[src/rtl/limn2600_mem_arbiter.sv]
// Shares the single Limn2600 RAM port between instruction fetch and load/store, with RMW for sub-word stores.
// Build option: define LIMN_ARB_ROUND_ROBIN_EN for round-robin arbitration instead of LS priority with starvation limit.
module limn2600_mem_arbiter #(
  parameter int unsigned STARVE_LIMIT = 8
) (
  input  logic        clk_i,
  input  logic        rst_ni,
  output logic [31:0] ram_addr_o,
  output logic [31:0] ram_data_out_o,
  input  logic [31:0] ram_data_in_i,
  output logic        ram_we_o,
  output logic        ram_ce_o,
  input  logic        ram_rdy_i,
  input  logic        if_req_i,
  input  logic [31:0] if_addr_i,
  output logic        if_rdy_o,
  output logic [31:0] if_data_o,
  input  logic        ls_req_i,
  input  logic        ls_we_i,
  input  logic [1:0]  ls_size_i,
  input  logic [31:0] ls_addr_i,
  input  logic [31:0] ls_wdata_i,
  output logic        ls_rdy_o,
  output logic [31:0] ls_rdata_o,
  output logic        busy_o
);

  // states: IDLE arbitrate | ACC word access | RMW_RD/RMW_WR sub-word merge | RESP rdy pulse
  typedef enum logic [2:0] {S_IDLE, S_ACC, S_RMW_RD, S_RMW_WR, S_RESP} state_t;

  state_t      state_q, state_d;
  logic [31:0] addr_q, addr_d;
  logic [31:0] wdata_q, wdata_d;
  logic [31:0] data_q, data_d;
  logic [1:0]  size_q, size_d;
  logic        we_q, we_d;
  logic        port_ls_q, port_ls_d;
  logic        grant_ls, grant_if;

`ifdef LIMN_ARB_ROUND_ROBIN_EN
  logic        last_ls_q, last_ls_d;
`else
  localparam int unsigned CW = $clog2(STARVE_LIMIT + 1);
  logic [CW-1:0] starve_q, starve_d;
`endif

  function automatic logic [31:0] merge_f(input logic [31:0] old, input logic [15:0] wd,
                                          input logic half, input logic [1:0] a);
    logic [31:0] r;
    r = old;
    if (!half) r[{a, 3'b000} +: 8] = wd[7:0];
    else       r[{a[1], 4'b0000} +: 16] = wd;
    return r;
  endfunction

  function automatic logic [31:0] extract_f(input logic [31:0] w, input logic [1:0] sz,
                                            input logic [1:0] a);
    case (sz)
      2'b00:   return {24'b0, w[{a, 3'b000} +: 8]};
      2'b01:   return {16'b0, w[{a[1], 4'b0000} +: 16]};
      default: return w;
    endcase
  endfunction

  always_comb begin
    grant_ls = 1'b0;
    grant_if = 1'b0;
`ifdef LIMN_ARB_ROUND_ROBIN_EN
    if (ls_req_i && if_req_i) begin
      grant_ls = !last_ls_q;
      grant_if = last_ls_q;
    end else begin
      grant_ls = ls_req_i;
      grant_if = if_req_i;
    end
`else
    if (if_req_i && (starve_q == CW'(STARVE_LIMIT))) grant_if = 1'b1;
    else if (ls_req_i)                              grant_ls = 1'b1;
    else                                            grant_if = if_req_i;
`endif
  end

  always_ff @(posedge clk_i or negedge rst_ni) begin
    if (!rst_ni) begin
      state_q   <= S_IDLE;
      addr_q    <= '0;
      wdata_q   <= '0;
      data_q    <= '0;
      size_q    <= '0;
      we_q      <= 1'b0;
      port_ls_q <= 1'b0;
`ifdef LIMN_ARB_ROUND_ROBIN_EN
      last_ls_q <= 1'b0;
`else
      starve_q  <= '0;
`endif
    end else begin
      state_q   <= state_d;
      addr_q    <= addr_d;
      wdata_q   <= wdata_d;
      data_q    <= data_d;
      size_q    <= size_d;
      we_q      <= we_d;
      port_ls_q <= port_ls_d;
`ifdef LIMN_ARB_ROUND_ROBIN_EN
      last_ls_q <= last_ls_d;
`else
      starve_q  <= starve_d;
`endif
    end
  end

  always_comb begin
    state_d   = state_q;
    addr_d    = addr_q;
    wdata_d   = wdata_q;
    data_d    = data_q;
    size_d    = size_q;
    we_d      = we_q;
    port_ls_d = port_ls_q;
`ifdef LIMN_ARB_ROUND_ROBIN_EN
    last_ls_d = last_ls_q;
`else
    starve_d  = starve_q;
`endif
    case (state_q)
      S_IDLE: begin
        if (grant_ls || grant_if) begin
          port_ls_d = grant_ls;
          addr_d    = grant_ls ? ls_addr_i : if_addr_i;
          we_d      = grant_ls && ls_we_i;
          size_d    = grant_ls ? ls_size_i : 2'b10;
          wdata_d   = grant_ls ? ls_wdata_i : 32'h0;
          state_d   = (grant_ls && ls_we_i && !ls_size_i[1]) ? S_RMW_RD : S_ACC;
`ifdef LIMN_ARB_ROUND_ROBIN_EN
          last_ls_d = grant_ls;
`else
          if (grant_if || !if_req_i) starve_d = '0;
          else                       starve_d = starve_q + 1'b1;
`endif
        end
      end
      S_ACC: begin
        if (ram_rdy_i) begin
          data_d  = ram_data_in_i;
          state_d = S_RESP;
        end
      end
      S_RMW_RD: begin
        if (ram_rdy_i) begin
          data_d  = merge_f(ram_data_in_i, wdata_q[15:0], size_q[0], addr_q[1:0]);
          state_d = S_RMW_WR;
        end
      end
      S_RMW_WR: begin
        if (ram_rdy_i) state_d = S_RESP;
      end
      S_RESP:  state_d = S_IDLE;
      default: state_d = S_IDLE;
    endcase
  end

  always_comb begin
    ram_ce_o       = (state_q == S_ACC) || (state_q == S_RMW_RD) || (state_q == S_RMW_WR);
    ram_we_o       = ((state_q == S_ACC) && we_q) || (state_q == S_RMW_WR);
    ram_addr_o     = ram_ce_o ? {addr_q[31:2], 2'b00} : 32'h0;
    ram_data_out_o = 32'h0;
    if ((state_q == S_ACC) && we_q) ram_data_out_o = wdata_q;
    else if (state_q == S_RMW_WR)   ram_data_out_o = data_q;
    if_rdy_o       = (state_q == S_RESP) && !port_ls_q;
    ls_rdy_o       = (state_q == S_RESP) && port_ls_q;
    if_data_o      = if_rdy_o ? data_q : 32'h0;
    ls_rdata_o     = (ls_rdy_o && !we_q) ? extract_f(data_q, size_q, addr_q[1:0]) : 32'h0;
    busy_o         = (state_q != S_IDLE);
  end

endmodule
[config.mk]
export PLATFORM = sky130hd
export DESIGN_NAME = limn2600_mem_arbiter
export DESIGN_NICKNAME = d
export VERILOG_FILES = /design/src/rtl/limn2600_mem_arbiter.sv
export SDC_FILE = /design/constraint.sdc
export NUM_CORES = 1
export LEC_CHECK = 0
export ABC_AREA = 1
export BUFFER_PORTS_ARGS = -buffer_cell sky130_fd_sc_hd__buf_4
export CORE_MARGIN = 2
export CORE_UTILIZATION = 45
export DETAILED_ROUTE_END_ITERATION = 10
export PLACE_DENSITY = 0.81
export SLEW_MARGIN = 40
export SYNTH_ARGS = -nofsm -noshare
export SYNTH_HDL_FRONTEND = slang
export SYNTH_SLANG_ARGS = --single-unit
[constraint.sdc]
create_clock -name clk_i -period 3.8 [get_ports clk_i]
set_input_delay 0.38 -clock clk_i [delete_from_list [all_inputs] [get_ports clk_i]]
set_output_delay 0.38 -clock clk_i [all_outputs]
set_load 0.005 [all_outputs]
* After elaboration in Yosys (flattened, before gate mapping)
Cells that the tools add are included.
** Storage, ports and cells
- Output and inout port bits :: 133
- Logic and storage cells :: 76
- Bits of input ports :: 136
- Register bits :: 107
** Cells by class
- Multiplexer cells :: 25
- Shift-type cells :: 6
- Equal/unequal tests :: 10
- $add $sub $neg :: 3
- Reductions and logical operators :: 24
** Operators by type and width (number)
- $mux W32 :: 10
- $pmux W32 S2 :: 2
- $bwmux W32 :: 2
- $shift A16 B7 Y32 const A :: 1
- $shift A8 B7 Y32 const A :: 1
- $shiftx A16 B7 Y32 :: 1
- $shiftx A32 B6 Y16 :: 1
- $shiftx A32 B6 Y8 :: 1
- $shiftx A8 B7 Y32 :: 1
- $neg A5 Y7 :: 2
- $mux W3 :: 3
- $pmux W3 S3 :: 1
- $logic_and A1 B1 Y1 :: 7
- $eq A3 B2 Y1 const B :: 2
- $ne A2 B2 Y1 const B :: 3
- $reduce_and A3 Y1 :: 2
- $logic_or A1 B1 Y1 :: 5
- $add A4 B1 Y4 const B :: 1
- $eq A4 B4 Y1 const B :: 1
- $logic_not A1 Y1 :: 4
- $mux W1 :: 4
- $mux W2 :: 2
- $mux W4 :: 1
- $eq A3 B1 Y1 const B :: 1
- other kinds (9) :: 9

* Depth between registers and ports, before layout
Gate-level depths: netlist of run 1.
- Depth after elaboration :: 8
- Mapped depth :: 10
- Mapped depth without buffers :: 9

* Least setup slack after synthesis of run 1
No wires, ideal clock.
- Path kind :: register to output
- Start :: reg state_q[1]
- End :: out ls_rdata_o[21]
- Data arrival time :: 1.301 ns
- Path buffers :: 1
- Stages on the path, launching flop included :: 9
- Required time :: 3.420 ns
- Slack :: 2.119 ns
- Cells stage by stage :: dfrtp_1 -> nor2_4 -> nand2_2 -> nor2_4 -> nand2_4 -> inv_4 -> nand2_4 -> buf_6 -> nor2_2
** Between the ends
- Word-level cells in the longest chain between the ends :: 4
** Ends and longest elaborated chain
- from (decl) :: line 31 : state_t state_q, state_d;
- from (signal assigned) :: line 98 : state_q <= state_d;
- $eq A3 B3 Y1 :: line 171 : ls_rdy_o = (state_q == S_RESP) && port_ls_q;
- $logic_and A1 B1 Y1 :: line 171
- net ls_rdy_o :: line 23 : output logic ls_rdy_o,
- $logic_and A1 B1 Y1 :: line 173 : ls_rdata_o = (ls_rdy_o && !we_q) ? extract_f(data_q, size_q, addr_q[1:0]) : 32'h0;
- $mux W32 :: line 173
- to (decl) :: line 24 : output logic [31:0] ls_rdata_o,
The timed path passes the listed nets, and every way through them passes these cells.

* Worst setup path in the final report of run 1
- Start :: reg addr_q[0]
- End :: out ls_rdata_o[6]
** Between the ends
- Word-level cells in the longest chain between the ends :: 3
** Ends and longest elaborated chain
- from (decl) :: line 32 : logic [31:0] addr_q, addr_d;
- from (signal assigned) :: line 99 : addr_q <= addr_d;
- $shiftx A32 B6 Y8 :: line 59 : 2'b00: return {24'b0, w[{a, 3'b000} +: 8]};
- $pmux W32 S2 :: line 58 : case (sz)
- $mux W32 :: line 173
No other way between the ends.

==> reports/metrics.cfg, run 1 <==
[floorplan]
rows = 44
dieArea_um2 = 16100
dieHeight_um = 127
die_w_um = 127
start_util_pct = 46.3
coreArea_um2 = 14600
io_pins = 269

[clock_tree]
numCtsBuffers = 9
post_cts_buffers = 0
cts.clk_slew.worst_paths_ps = 80
cts_buffer_depth = 2
htree_levels = 3
cts-root-buf = clkbuf_16
cts.sinks = 107
clock_latency_ps = 360
cts_tree = done

[critical_path]
path_buf_inv = 3
regToRegSetupSlack_ps = 1390
r2r_cells = 7
crit_path_top_delay_cell = dfrtp_1
path_depth = 7
crit_family = simple AND/OR/NAND/NOR gates
reg2reg_to = data_q[26]
r2r_start = addr_q[1]
critPathCaptureType = primary output
critPathLaunchType = register
cp_cell_sequence = inv_1, nor3_2, nand2_1, o211ai_1, nand2_1, inv_1, buf_4
crit_start = addr_q[0]
critPathKind = register to primary output
cp-endpoint = ls_rdata_o[6]
slowest_delay_ps = 610
critPathMaxFanout = 12
worstPathArrival_ps = 2170
crit_required_ps = 3420

[detailed_routing]
drt-initial-drc-count = 600
drc = 0
wl_met3_um = 2440
wl_met1_um = 9560
dr_wl_met2_um = 11300
vias_per_cell = 5.36
totalWireLength_um = 24100
final_antenna_net_count = 0
vias = 7410
routedWlPerCell_um = 17.4
top_layer = met4
first_pass_iters = 6

[sta]
clock_skew_ps = 5.53
period_needed_ps = 2550
max_slew_margin_pct = 51.4
worst_slew_pin_slew_ps = 729
setup_viol = 0
finalSetupTns_ps = 0
slew_viol_final = 0
finalHoldViolations = 0
post-route-period-util_pct = 67.1
max_freq_ghz = 0.392
rsz0062_at_grt = no

[logic_synthesis]
netlist_instances = 955
ys_warn_count = 0
ys_seq_area_share_pct = 39.5
ys.flop_type = dfrtp_1
synth_top_cell_by_area = dfrtp_1
async_reset_ff_share_pct = 100
ys_top_cells_by_count = nor2_1 (188), nand2_1 (166), inv_1 (137), dfrtp_1 (107), o21ai_0 (101)
ys_ff_latch = 107
syn_area_per_cell_um2 = 7.09
ys_types = 33
synth_top_area_share_pct = 39.5
synth.most_common_cell = nor2_1
synth_edf_count = 0
synth.area.top_cells = dfrtp_1 (40%), nor2_1 (10%), nand2_1 (9.2%)
netlist_area_um2 = 6770

[placement]
place_inst = 1365
port_buffers = 266
hpwl_um = 18100
gp_congestion = 0.980

[cells_and_area]
num-nets-final = 1336
fillCellCount = 1394
areaGrowthSynthToFinish_pct = 34.3
stdcell_count = 1382
antenna_cells = 0
drive_above_1_share_pct = 29.6

[pwr]
p_int_mw = 3.48
pwr-share-clk_pct = 13.8
seqPwrFrac_pct = 31.5
comb_power_share_pct = 54.8
power_density_nw_per_um2 = 725
p_switching_mw = 3.12
leakage_nw = 4.72
sw_frac_of_total_pct = 47.2
ir_drop_mv = 0.410

[hold_path]
hold_class = primary input to register
holdCritStartpoint = ls_wdata_i[4]

[global_routing]
antenna_found_initial = 0
grt_pass1_wl_um = 37500
groute.usage.overall_pct = 29.8
grt_pass1_vias = 7062
overflow = 0
grt_start_max_net_pins = 101

[job]
cap_viol_max_count = 0

[status]
status = finished, final reports clean

-- logic make-up after synthesis --
group                    share of synthesized area (%)
AND/OR/NAND/NOR                                   24.6
AO/OA/AOI/OAI                                     21.9
buffers and inverters                             12.5
flip-flops                                        39.5
adder cells (fa/ha/maj)                           1.29
XOR/XNOR                                         0.129
other                                           0.0554
-- tightest hold or removal path, cell delays in order --
cell and delay, ps:
buf_4 80, nand2_1 40, o21ai_0 50
-- through the flow --
stage | instance area, um^2 | total power, mW | util (%) | hold slack (ps) | setup slack [ps]
floorplan | 6780 | 4.32 | - | 84.4 | 2120
global placement | 8790 | 5.58 | 60.0 | 209 | 1470
detailed placement | 8810 | 5.67 | 60.1 | 209 | 1430
CTS | 9090 | 6.59 | 62.1 | 218 | 1290
global route | 9090 | 7.11 | 62.1 | 230 | 1060
finish | 9090 | 6.60 | 62.1 | 225 | 1250
-- cell type report --
| cell class | count | area (um^2) | share of cell area, % |
|---|---|---|---|
| repair buffers | 276 | 2090 | 23.0 |
| clock buffers | 9 | 225 | 2.48 |
| multi-input cells | 652 | 3250 | 35.8 |
| inverters | 147 | 561 | 6.16 |
| well taps | 184 | 230 | 2.53 |
| flip-flops and latches | 107 | 2680 | 29.4 |
| clock inverters | 7 | 53.8 | 0.592 |
-- worst min-delay path by stage --
stage                  end  slack (ps)  cells past startpoint
2_1_floorplan    addr_q[0]          80                      0
3_3_place_gp     addr_q[6]         210                      1
3_5_place_dp     addr_q[6]         210                      1
4_1_cts         wdata_q[4]         220                      3
5_1_grt        wdata_q[26]         230                      3
6_report        wdata_q[4]         220                      3
-- power by group through the flow --
stage | registers [mW] | clock network [mW] | logic (mW)
2_1_floorplan | 1.91 | 0 | 2.41
4_1_cts | 2.07 | 0.922 | 3.60
3_3_place_gp | 2.07 | 0 | 3.51
5_1_grt | 2.14 | 0.975 | 4.00
6_report | 2.08 | 0.909 | 3.61
3_5_place_dp | 2.09 | 0 | 3.58
-- state kept, by name, summed over array words and instances, names as in the netlist --
name / cells
addr_q: 32
starve_q: 4
port_ls_q: 1
data_q: 32
we_q: 1
state_q: 3
wdata_q: 32
size_q: 2
-- what timing repair did --
action                    4_1_cts  5_1_grt
hold buffers                    1        0
resized for setup               0        0
hold endpoints to repair        7        0
-- layout by cell type (no fill, tap or decap), drive strengths merged --
cell	n
conb	2
clkinvlp	3
nor2	204
xor2	1
nor3	2
o21bai	1
nand4	5
o21ai	106
clkinv	6
a22oi	1
dlygate4sd3	1
dfrtp	107
nand3	18
o22ai	64
ha	7
nand2	172
a21oi	60
buf	275
o211ai	8
inv	145
clkbuf	9
or2	1
-- layer usage --
| layer | vias to the layer above | track usage, % |
|---|---|---|
| li1 | 3524 | - |
| met1 | 3407 | 37.7 |
| met2 | 424 | 49.0 |
| met3 | 55 | 7.93 |
| met4 | 0 | 11.6 |
| met5 | - | 0 |
Note: power is estimated with default switching activity, not from simulation.
==> run 2: changes to the inputs <==
Settings changed: PLACE_DENSITY 0.81 to 0.84.
Clock period 3.8 ns to 2.1 ns, I/O delays scaled along.
==> run 2 against run 1 <==
  * Sequential cell count unchanged
  * Core utilization up 1.8 points
  * Critical path depth up 1
  * Sequential power up 75%
  * Final cell count up 1.7%
  * Routed wire length down 0.46%
  * Cell area up 2.8%
  * Hold slack worse by 160 ps
  * Worst setup slack worse by 1200 ps
  * Critical endpoint is now ls_rdata_o[16]
==> reports/metrics.cfg, run 2 (synthesis results as in run 1) <==
[cells_and_area]
stdcell_count = 1405  ; was 1382
final_cell_mix = buf_4 (291), nor2_1 (182), nand2_1 (166), inv_1 (137), dfrtp_1 (103)  ; was buf_4 (273), nor2_1 (188), nand2_1 (166), inv_1 (135), dfrtp_1 (107)
multi_input_area_um2 = 3300  ; was 3250 um^2
drive_above_1_share_pct = 31.6  ; was 29.6%
final_util_pct = 63.9  ; was 62.1%
reg_top3 = addr_q x32, data_q x32, wdata_q x32  ; unchanged
fillCellCount = 1282  ; was 1394
final-seq-area_um2 = 2680  ; about the same
num-nets-final = 1359  ; was 1336
mostFrequentLayoutCell = buf_4  ; unchanged
antenna_cells = 0  ; unchanged
areaGrowthSynthToFinish_pct = 38.1  ; was 34.3%

[critical_path]
cp_cell_sequence = nor2_4, nand2_2, nor2_4, nand2_4, inv_8, nand2_8, nor2_2, buf_4  ; was inv_1, nor3_2, nand2_1, o211ai_1, nand2_1, inv_1, buf_4
crit_family = simple AND/OR/NAND/NOR gates  ; unchanged
critPathCaptureType = primary output  ; unchanged
path_depth = 8  ; was 7
crit_path_top_delay_cell = dfrtp_2  ; was dfrtp_1
r2r_cells = 9  ; was 7
critPathMaxFanout = 10  ; was 12
slowest_delay_ps = 440  ; was 610 ps
cp_common_cell = nor2_4
path_buf_inv = 2  ; was 3
worstPathArrival_ps = 1830  ; was 2170 ps
critPathKind = register to primary output  ; unchanged
crit_required_ps = 1890  ; was 3420 ps
critPathLaunchType = register  ; unchanged

[placement]
hpwl_um = 17900  ; was 18100 um
place_ws_ps = 259  ; was 1430 ps
port_buffers = 266  ; unchanged
gp_congestion = 0.992  ; was 0.980
place_inst = 1380  ; was 1365

[detailed_routing]
vias_per_cell = 5.42  ; was 5.36
dr_wl_met2_um = 11800  ; was 11300 um
totalWireLength_um = 24000  ; was 24100 um
wl_met1_um = 8740  ; was 9560 um
drc = 0  ; unchanged
top_layer = met4  ; unchanged
vias = 7612  ; was 7410
final_antenna_net_count = 0  ; unchanged
routedWlPerCell_um = 17.1  ; was 17.4 um
first_pass_iters = 5  ; was 6
wl_met3_um = 2540  ; was 2440 um
drt-initial-drc-count = 661  ; was 600

[pwr]
power_density_nw_per_um2 = 1310  ; was 725 nW/um^2
fin_total_pwr_mw = 12.2  ; was 6.60 mW
ir_drop_mv = 0.674  ; was 0.410 mV
leakage_nw = 4.84  ; was 4.72 nW

[clock_tree]
numCtsBuffers = 9  ; unchanged
cts.clk_slew.worst_paths_ps = 70  ; was 80 ps
cts-root-buf = clkbuf_16  ; unchanged
cts_buffer_depth = 2  ; unchanged
cts.sinks = 107  ; unchanged
htree_levels = 3  ; unchanged
clock_latency_ps = 350  ; was 360 ps
cts_tree = done  ; unchanged

[global_routing]
grt_start_max_net_pins = 56  ; was 101
grt_pass1_vias = 7224  ; was 7062
antenna_found_initial = 0  ; unchanged
grt_pass1_wl_um = 36200  ; was 37500 um
overflow = 0  ; unchanged
groute.usage.overall_pct = 28.6  ; was 29.8%

[sta]
setup_ws_ps = 63.7  ; was 1250 ps
worst_slew_pin_slew_ps = 775  ; was 729 ps
post-route-period-util_pct = 97.0
finalHoldViolations = 0  ; unchanged
period_needed_ps = 2040
setup_viol = 0  ; unchanged
clock_skew_ps = 7.25  ; was 5.53 ps
slew_viol_final = 0  ; unchanged
max_slew_margin_pct = 48.2  ; was 51.4%
max_freq_ghz = 0.491

[floorplan]
die_w_um = 127  ; unchanged
start_util_pct = 46.3  ; unchanged
dieHeight_um = 127  ; unchanged
io_pins = 269  ; unchanged
rows = 44  ; unchanged
coreArea_um2 = 14600  ; unchanged
dieArea_um2 = 16100  ; unchanged

[job]
cap_viol_max_count = 0  ; unchanged

[status]
status = finished, final reports clean  ; unchanged

[hold_path]
hold_depth = 3  ; unchanged
hold_class = primary input to register  ; unchanged

## run 2: cell count changes in the layout (fill, tap and decap cells not counted), sizes merged
cell      before  now
buf          275  296
clkbuf         9   12
clkinv         6    5
clkinvlp       3    2
inv          145  144
nand2        172  174
## run 2: final timing paths
kind	start	endpoint	slack, ps
setup / recovery	state_q[0]	ls_rdata_o[16]	60
hold / removal	ls_wdata_i[24]	wdata_q[24]	60
setup reg to reg	starve_q[1]	wdata_q[2]	250
hold reg to reg	wdata_q[30]	wdata_q[30]	520
max in group asynchronous	rst_ni	size_q[0]	1390
min in group asynchronous	rst_ni	wdata_q[22]	200
## run 2: worst min-delay path, stage by stage
cell and delay (ps):
buf_4 80, nand2_1 40, o21ai_0 60
## run 2: layout make-up
| class | instances | share of cell area (%) |
|---|---|---|
| repair buffers | 297 | 24.5 |
| flip-flops and latches | 107 | 28.7 |
| clock inverters | 4 | 0.268 |
| well taps | 184 | 2.46 |
| clock buffers | 12 | 2.74 |
| inverters | 147 | 6.05 |
| multi-input cells | 654 | 35.3 |
## run 2: layer usage
layer | global-route usage (%) | vias to the layer above
li1 | - | 3571
met3 | 7.72 | 58
met1 | 32.5 | 3534
met2 | 50.3 | 449
met5 | 0 | -
met4 | 12.9 | 0
## run 2: per-stage QoR
stage | instance area [um^2] | hold WS, ps | setup TNS, ps
CTS | 9270 | 54.2 | 0
global placement | 8960 | 18.0 | 0
detailed placement | 8960 | 16.7 | 0
floorplan | 6780 | -85.6 | 0
finish | 9350 | 63.5 | 0
global route | 9350 | 60.7 | -8.65
## run 2: report_power, final
| group | internal [mW] | switching [mW] |
|---|---|---|
| clock | 0.867 | 0.772 |
| combinational | 2.72 | 4.23 |
| sequential | 3.03 | 0.608 |
| total | 6.62 | 5.61 |
## run 2: timing repair
item | in CTS | in global routing
buffers inserted | 0 | 6
gates cloned | 0 | 2
hold buffers | 1 | 0
gates resized for setup | 7 | 7
hold endpoints to repair | 107 | 0
endpoints found under the setup margin | 21 | 51
pin swaps | 0 | 4
